File: config.mk
export PLATFORM = sky130hd
export DESIGN_NAME = ks_add_sched
export DESIGN_NICKNAME = d
export VERILOG_FILES = /design/src/rtl/ks_sched_pkg.sv /design/src/rtl/ks_sum_inc_core.sv /design/src/rtl/ks_add_sched.sv
export SDC_FILE = /design/constraint.sdc
export NUM_CORES = 1
export LEC_CHECK = 0
export ABC_AREA = 1
export BUFFER_PORTS_ARGS = -buffer_cell sky130_fd_sc_hd__buf_2
export CORE_UTILIZATION = 52
export DETAILED_ROUTE_END_ITERATION = 10
export PLACE_DENSITY = 0.94
export SLEW_MARGIN = 25
export SYNTH_ARGS = -nofsm -noshare
export SYNTH_HDL_FRONTEND = slang
export SYNTH_HIERARCHICAL = 1
export SYNTH_SLANG_ARGS = --single-unit
File: constraint.sdc
create_clock -name clk -period 5.82 [get_ports clk]
set_clock_uncertainty 0.1 [all_clocks]
set_input_delay 0.291 -clock clk [delete_from_list [all_inputs] [get_ports clk]]
set_output_delay 0.291 -clock clk [all_outputs]
set_load 0.02 [all_outputs]
File: src/rtl/ks_sched_pkg.sv
// Shared types and constants for the two-requester Kogge-Stone adder scheduler.
package ks_sched_pkg;

    localparam int NREQ      = 2;
    localparam int DEFAULT_W = 16;

    typedef logic req_id_t;

    typedef enum logic {
        IDLE = 1'b0,
        LOCK = 1'b1
    } state_t;

endpackage

File: src/rtl/ks_sum_inc_core.sv
// Combinational Kogge-Stone adder producing a+b and a+b+1 from one prefix tree; ci picks the result.
module ks_sum_inc_core
    import ks_sched_pkg::*;
#(
    parameter int W = DEFAULT_W
) (
    input  logic [W-1:0] a,
    input  logic [W-1:0] b,
    input  logic         ci,
    output logic [W-1:0] sum,
    output logic         cout
);

    logic [W-1:0] h;
    logic [W-1:0] gk, pk;
    logic [W-1:0] gn, pn;
    logic [W-1:0] sum0, sum1;

    always_comb begin
        h  = a ^ b;
        gk = a & b;
        pk = a ^ b;
        gn = gk;
        pn = pk;
        // Each level: black cells combine (g,p) with the span d below; low bits pass through (white).
        for (int d = 1; d < W; d = d * 2) begin
            gn = gk;
            pn = pk;
            for (int i = d; i < W; i++) begin
                gn[i] = gk[i] | (pk[i] & gk[i-d]);
                pn[i] = pk[i] & pk[i-d];
            end
            gk = gn;
            pk = pn;
        end
        // Carry into bit i is the group generate (ci=0) or group generate|propagate (ci=1) of bits below.
        sum0 = h ^ {gk[W-2:0], 1'b0};
        sum1 = h ^ {gk[W-2:0] | pk[W-2:0], 1'b1};
        sum  = ci ? sum1 : sum0;
        cout = ci ? (gk[W-1] | pk[W-1]) : gk[W-1];
    end

endmodule

File: src/rtl/ks_add_sched.sv
// Round-robin scheduler sharing one adder core between two multi-beat requesters, with a registered response.
//  state | meaning
//  IDLE  | no transaction open; arbitrate among valid requesters
//  LOCK  | owner mid-transaction; only owner served, carry chained from carry_q
module ks_add_sched
    import ks_sched_pkg::*;
#(
    parameter int W = DEFAULT_W
) (
    input  logic                clk,
    input  logic                rst_n,
    input  logic [NREQ-1:0]     req_valid,
    output logic [NREQ-1:0]     req_ready,
    input  logic [NREQ*W-1:0]   req_a,
    input  logic [NREQ*W-1:0]   req_b,
    input  logic [NREQ-1:0]     req_cin,
    input  logic [NREQ-1:0]     req_last,
    output logic                rsp_valid,
    input  logic                rsp_ready,
    output logic                rsp_id,
    output logic [W-1:0]        rsp_sum,
    output logic                rsp_cout,
    output logic                rsp_last
);

    state_t       state_q, state_d;
    req_id_t      last_gnt_q, owner_q, gnt;
    logic         carry_q;
    logic         out_free, accept, ci;
    logic [W-1:0] a_sel, b_sel, sum_w;
    logic         cout_w;

    ks_sum_inc_core #(.W(W)) u_core (
        .a    (a_sel),
        .b    (b_sel),
        .ci   (ci),
        .sum  (sum_w),
        .cout (cout_w)
    );

    always_comb begin
        out_free = !rsp_valid || rsp_ready;
        gnt      = owner_q;
        if (state_q == IDLE) begin
            gnt = (&req_valid) ? ~last_gnt_q : req_valid[1];
        end
        req_ready = '0;
        if (rst_n && out_free && ((state_q == LOCK) || (|req_valid))) begin
            req_ready[gnt] = 1'b1;
        end
        accept  = req_valid[gnt] && req_ready[gnt];
        ci      = (state_q == IDLE) ? req_cin[gnt] : carry_q;
        a_sel   = gnt ? req_a[2*W-1:W] : req_a[W-1:0];
        b_sel   = gnt ? req_b[2*W-1:W] : req_b[W-1:0];
        state_d = state_q;
        if (accept) begin
            state_d = req_last[gnt] ? IDLE : LOCK;
        end
    end

    always_ff @(posedge clk) begin
        if (!rst_n) begin
            state_q    <= IDLE;
            carry_q    <= 1'b0;
            last_gnt_q <= 1'b1;
            owner_q    <= 1'b0;
            rsp_valid  <= 1'b0;
            rsp_id     <= 1'b0;
            rsp_sum    <= '0;
            rsp_cout   <= 1'b0;
            rsp_last   <= 1'b0;
        end else begin
            state_q <= state_d;
            if (accept) begin
                carry_q <= cout_w;
                if (req_last[gnt]) begin
                    last_gnt_q <= gnt;
                end else begin
                    owner_q <= gnt;
                end
                rsp_valid <= 1'b1;
                rsp_id    <= gnt;
                rsp_sum   <= sum_w;
                rsp_cout  <= cout_w;
                rsp_last  <= req_last[gnt];
            end else if (rsp_ready) begin
                rsp_valid <= 1'b0;
            end
        end
    end

endmodule

==> metrics.csv, run 1 <==
stage;metric;value;unit
route;drc;5;
die;coreArea;4474;um^2
die;initial_core_util;55.87;%
sta;slew_violations;0;
sta;tightest_slew;605.3;ps
route;drt_iter0_drc;149;
route;first_pass_iters;8;
sta;period_share;50.02;%
route;wl_met2;2669;um
clock_network;cts_setup_buffers;0;
sta;rsz0062_at_grt;false;
power_and_ir_drop;p_int;343.5;uW
synthesis;ys_seq_area_share;18.42;%
global_route;antenna_found_initial;0;
power_and_ir_drop;p_sw_share;44.21;%
synthesis;syn_area_per_cell;5.568;um^2
critical_path;slowest_stage;o31ai_1;
critical_path;cp.arrival;2970;ps
clock_network;cts_buffers;3;
sta;fmax;343.5;MHz
critical_path;slowest_delay;530;ps
sta;hold_viol;0;
synthesis;yosysUniqueCellTypes;29;
global_route;grt_max_degree;38;
clock_network;clkTransAtPathRegs;80;ps
synthesis;synth_nets;539;
route;totalWireLength;5939;um
power_and_ir_drop;leakage;0.001834;uW
finish;fillers;435;
clock_network;cts_tree;built;
sta;min_period;2911;ps
placed_design;dpl.hpwl;4952;um
clock_network;cts.sinks;23;
synthesis;ys_seq_elements;23;
synthesis;synth_area_leader_cell;nand2_1;
global_route;grt_use_total;23.82;%
placed_design;gp_congestion;0.9094;
placed_design;post-place-cells;584;
finish;final_layout_size_suffix_gt1_share;24.25;%
clock_network;postCtsHoldBufs;0;
sta;setup_viol;0;
critical_path;crit_path_end_kind;register;
job;maxCapViolations;0;
power_and_ir_drop;irDropWorstVdd;95.43;uV
clock_network;cts-resized-gates;0;
route;vias;2909;
critical_path;crit_type;reg2reg;
power_and_ir_drop;switchingPower;272.2;uW
placed_design;port_buffers;94;
synthesis;synth_area_leaders;nand2_1 (29%), dfxtp_1 (18%), nor2_1 (9.0%);
route;wl_per_cell;10.10;um
finish;final_nets;627;
critical_path;critPathMaxFanout;34;
power_and_ir_drop;powerDensity;204.9;nW/um^2
route;met3_length;236;um
die;dieArea;5089;um^2
finish;final_common_cell;nand2_1;
hold_path;hold_path_class;in2reg;
synthesis;ys_warn_count;6;
power_and_ir_drop;clkPwrFrac;15.8;%
route;wl_met1;2988;um
route;routed.top_layer;met4;
power_and_ir_drop;power_frac_seq;28.7;%
global_route;grt_pass1_vias;2419;
critical_path;path_cells;inv_2, nand3_2, nand2_1, inv_2, nor2_1, o31ai_1, nand2_2, inv_1, nand3_2, nand3_2, nand2_1, nand3_1, nand2_1, o21ai_0, nor2_1;
clock_network;clockRootBuffer;clkbuf_8;
run_status;violations;design-rule violations;
finish;n_antenna_cell;0;
finish;syn_to_final_growth;20.17;%
critical_path;worst_ep_required_time;5880;ps
die;die_w;71.34;um
synthesis;synth_top_area_share;28.68;%
sta;slew_headroom;59.30;%
clock_network;htreeDepth;1;
clock_network;clk_latency;260;ps
global_route;grt_first_pass_wirelength;10020;um
synthesis;syn-cell-area;2500;um^2
sta;setup-tns-final;0;ps
critical_path;cp-start-kind;register;
die;ios;95;
synthesis;synth_cells;449;
route;viasPerCell;4.947;
finish;fin_cells;588;
clock_network;cts_buffer_depth;2;
finish;final_cell_mix;nand2_1 (191), buf_2 (94), nor2_1 (60), inv_1 (45), dfxtp_1 (23);
die;die_y;71.34;um
power_and_ir_drop;power_frac_comb;55.5;%
run_status;status;finished, violations left;
route;ant_nets;0;
global_route;overflow;0;
die;rows;24;
==> layer usage <==
layer | vias up | track usage (%)
li1 | 1568 | -
met1 | 1249 | 32.58
met2 | 85 | 41.16
met3 | 7 | 2.110
met4 | 0 | 4.444
met5 | - | 0
==> state kept, by name (all words and copies together), names as in the netlist <==
signal      flops
last_gnt_q      1
rsp_valid       1
state_q         1
owner_q         1
carry_q         1
rsp_sum        16
rsp_last        1
rsp_id          1
==> cells by family after synthesis <==
| kind of cell | Yosys count | share of synthesized area [%] |
|---|---|---|
| DFF | 23 | 18.42 |
| xor gates and xnor gates | 7 | 2.453 |
| adders and majority gates | 17 | 8.508 |
| and+or+nand+nor | 299 | 50.75 |
| AOI/OAI and AO/OA | 39 | 8.459 |
| buffers and inverters | 64 | 11.41 |
==> metrics by stage <==
step | cell area (um^2) | total power (uW) | setup WS, ps | util [%] | hold slack (ps)
3_3_place_gp | 2958 | 512.5 | 3122 | 66.11 | 349.3
2_1_floorplan | 2500 | 435.7 | 3376 | - | 340.0
5_1_grt | 3004 | 668.4 | 2586 | 67.14 | 229.7
6_report | 3004 | 615.7 | 2909 | 67.14 | 213.4
4_1_cts | 3004 | 614.6 | 2951 | 67.14 | 213.9
3_5_place_dp | 2958 | 517.8 | 2964 | 66.11 | 361.4
==> cells in the mapped netlist (all sizes together) <==
| cell | n |
|---|---|
| nand4 | 5 |
| clkbuf | 4 |
| a21oi | 15 |
| o21bai | 4 |
| nand2 | 200 |
| inv | 52 |
| dfxtp | 23 |
| nand3 | 26 |
| xor2 | 6 |
| ha | 17 |
| o21ai | 19 |
| nor3 | 2 |
| xnor2 | 1 |
| nor2 | 66 |
| buf | 8 |
| o31ai | 1 |
==> power by group through the flow <==
stage	Combinational (uW)	Clock, uW	Sequential [uW]
4_1_cts	339	99.2	177
3_3_place_gp	333	0	180
2_1_floorplan	241	0	195
3_5_place_dp	337	0	181
6_report	341	97.6	177
5_1_grt	385	104	179
==> final timing paths <==
kind,startpoint,to,slack (ps),cells after the start
max,state_q$_SDFFE_PN0P_,rsp_sum[15]$_SDFFE_PN0P_,2910,15
min,req_valid[1],rsp_id$_SDFFE_PN0P_,210,3
max reg2reg,state_q$_SDFFE_PN0P_,rsp_sum[15]$_SDFFE_PN0P_,2910,15
min reg2reg,rsp_id$_SDFFE_PN0P_,rsp_id$_SDFFE_PN0P_,370,2
==> worst max-delay path: cells and delay by family (launching register included) <==
| family | cells | cell delay [ps] |
|---|---|---|
| simple gates | 10 | 950 |
| compound gates | 2 | 720 |
| buf+inv | 3 | 610 |
| flops | 1 | 430 |
==> layout make-up <==
class / count / area [um^2] / share of cell area, %
Multi-Input combinational cell: 362 / 1754 / 58.39
Clock inverter: 1 / 5.005 / 0.1666
Sequential cell: 23 / 460.4 / 15.33
Inverter: 52 / 200.2 / 6.664
Tap cell: 52 / 65.06 / 2.166
Clock buffer: 3 / 41.29 / 1.374
Timing Repair Buffer: 95 / 478.0 / 15.91
Power figures use the tool's default switching activity.
==> inputs of run 2 (changes only) <==
--- a/config.mk
+++ b/config.mk
@@ -7,9 +7,9 @@
 export LEC_CHECK = 0
 export ABC_AREA = 1
 export BUFFER_PORTS_ARGS = -buffer_cell sky130_fd_sc_hd__buf_2
-export CORE_UTILIZATION = 52
+export CORE_UTILIZATION = 50
 export DETAILED_ROUTE_END_ITERATION = 10
-export PLACE_DENSITY = 0.94
+export PLACE_DENSITY = 0.91
 export SLEW_MARGIN = 25
 export SYNTH_ARGS = -nofsm -noshare
 export SYNTH_HDL_FRONTEND = slang
==> constraint.sdc (replaced) <==
create_clock -name clk -period 2.9 [get_ports clk]
set_clock_uncertainty 0.1 [all_clocks]
set_input_delay 0.145 -clock clk [delete_from_list [all_inputs] [get_ports clk]]
set_output_delay 0.145 -clock clk [all_outputs]
set_load 0.02 [all_outputs]
==> metrics.csv, run 2 (synthesis results as in run 1) <==
stage;metric;value;unit
sta;period_share;92.65;%
finish;regArea;461.7;um^2
power_and_ir_drop;powerDensity;406.9;nW/um^2
finish;final_common_cell;nand2_1;
route;drt_iter0_drc;162;
finish;largest-register;rsp_sum;
critical_path;worst_ep_required_time;2960;ps
route;totalWireLength;6037;um
finish;largest_reg_flops;16;
finish;fillers;461;
clock_network;clkTransAtPathRegs;80;ps
global_route;antenna_found_initial;0;
global_route;grt_first_pass_wirelength;10010;um
placed_design;gp_congestion;0.8859;
sta;setup-tns-final;0;ps
clock_network;clk_latency;260;ps
die;coreArea;4755;um^2
route;first_pass_iters;5;
sta;setup_viol;0;
power_and_ir_drop;fin_total_pwr;1246;uW
placed_design;place_area;2997;um^2
die;die_y;72.71;um
placed_design;port_buffers;94;
sta;holdWs;66.99;ps
finish;final_nets;629;
critical_path;cp_num_buf_inv;2;
clock_network;cts.sinks;23;
route;viasPerCell;4.769;
run_status;status;finished clean;
critical_path;cp-start-kind;register;
clock_network;cts_tree;built;
critical_path;crit_path_end_kind;register;
sta;setup_slack;213.1;ps
clock_network;cts_buffer_depth;2;
critical_path;slowest_delay;380;ps
sta;min_period;2687;ps
die;die_w;72.71;um
power_and_ir_drop;leakage;0.001846;uW
global_route;overflow;0;
critical_path;critPathMaxFanout;17;
die;dieArea;5287;um^2
die;ios;95;
critical_path;slowest_stage;ha_1;
power_and_ir_drop;irDropWorstVdd;184.2;uV
sta;slew_violations;0;
placed_design;post-place-ws;43.31;ps
finish;final_layout_size_suffix_gt1_share;24.91;%
sta;slew_headroom;80.72;%
sta;fmax;372.2;MHz
finish;syn_to_final_growth;22.47;%
global_route;grt_pass1_vias;2411;
finish;stdcell_area;3062;um^2
sta;hold_viol;0;
route;drc;0;
route;ant_nets;0;
die;rows;25;
global_route;grt_use_total;23.30;%
sta;tightest_slew;289.2;ps
clock_network;postCtsHoldBufs;0;
critical_path;r2r_slack;210;ps
finish;n_antenna_cell;0;
hold_path;hold_path_class;in2reg;
critical_path;crit_type;reg2reg;
critical_path;cp.arrival;2750;ps
route;wl_per_cell;9.979;um
job;maxCapViolations;0;
critical_path;cp_common_cell;nand2_1;
route;vias;2885;
critical_path;crit_family;simple AND/OR/NAND/NOR gates;
global_route;grt_max_degree;35;
clock_network;htreeDepth;1;
clock_network;clockRootBuffer;clkbuf_8;
critical_path;path_cells;inv_2, nand3_2, nand2_4, clkinv_2, nand2_1, nand2_1, ha_1, a21oi_1, nand2_1, a21oi_1, nand3_2, nand2_1, nand2_1, o21ai_0, nor2_1;
clock_network;cts_buffers;3;
finish;final_cell_mix;nand2_1 (190), buf_2 (94), nor2_1 (60), inv_1 (45), dfxtp_1 (22);
finish;multi_input_area;1762;um^2
placed_design;dpl.hpwl;4968;um
die;initial_core_util;52.58;%
## run 2: path summary, 6_finish.rpt
| kind | start | endpoint | cells after the start |
|---|---|---|---|
| worst max-delay path | state_q$_SDFFE_PN0P_ | carry_q$_SDFFE_PN0P_ | 15 |
| worst min-delay path | req_valid[1] | rsp_id$_SDFFE_PN0P_ | 3 |
| worst max register to register | state_q$_SDFFE_PN0P_ | carry_q$_SDFFE_PN0P_ | 15 |
| worst min register to register | rsp_last$_SDFFE_PN0P_ | rsp_last$_SDFFE_PN0P_ | 2 |
## run 2: layout make-up
type                       count  area share (%)
timing repair buffer          96           16.26
inverter                      52           6.702
clock buffer                   3           1.349
timing repair inverter         1          0.1635
clock inverter                 1          0.1635
multi-input combinational    362           57.54
sequential                    23           15.08
tap                           67           2.738
## run 2: where the power goes
group / switching [uW] / internal (uW)
Sequential: 13.5 / 341
Clock: 103 / 95.9
Combinational: 435 / 258
Total: 551 / 695
## run 2: worst reg2reg max path, stage by stage (launching register included)
cell and delay, ps:
dfxtp_2 360, inv_2 80, nand3_2 120, nand2_4 150
clkinv_2 240, nand2_1 120, nand2_1 60, ha_1 380
a21oi_1 230, nand2_1 80, a21oi_1 210, nand3_2 110
nand2_1 70, nand2_1 40, o21ai_0 150, nor2_1 60
## run 2: repair_timing
item,4_1_cts,5_1_grt
endpoints found under the setup margin,0,13
setup buffers,0,0
resized for setup,0,8
## run 2: layer usage
layer / share of wire (%) / global-route usage, % / vias to the layer above
li1: - / - / 1562
met1: 50 / 31.33 / 1219
met2: 45 / 39.88 / 96
met3: 4.4 / 1.796 / 8
met4: 1.2 / 6.754 / 0
met5: 0 / 0 / -
## run 2: per-stage QoR
step	std cells	util [%]
floorplan	449	-
global placement	600	63.03
detailed placement	600	63.03
CTS	604	64.00
global route	605	64.39
finish	605	64.39
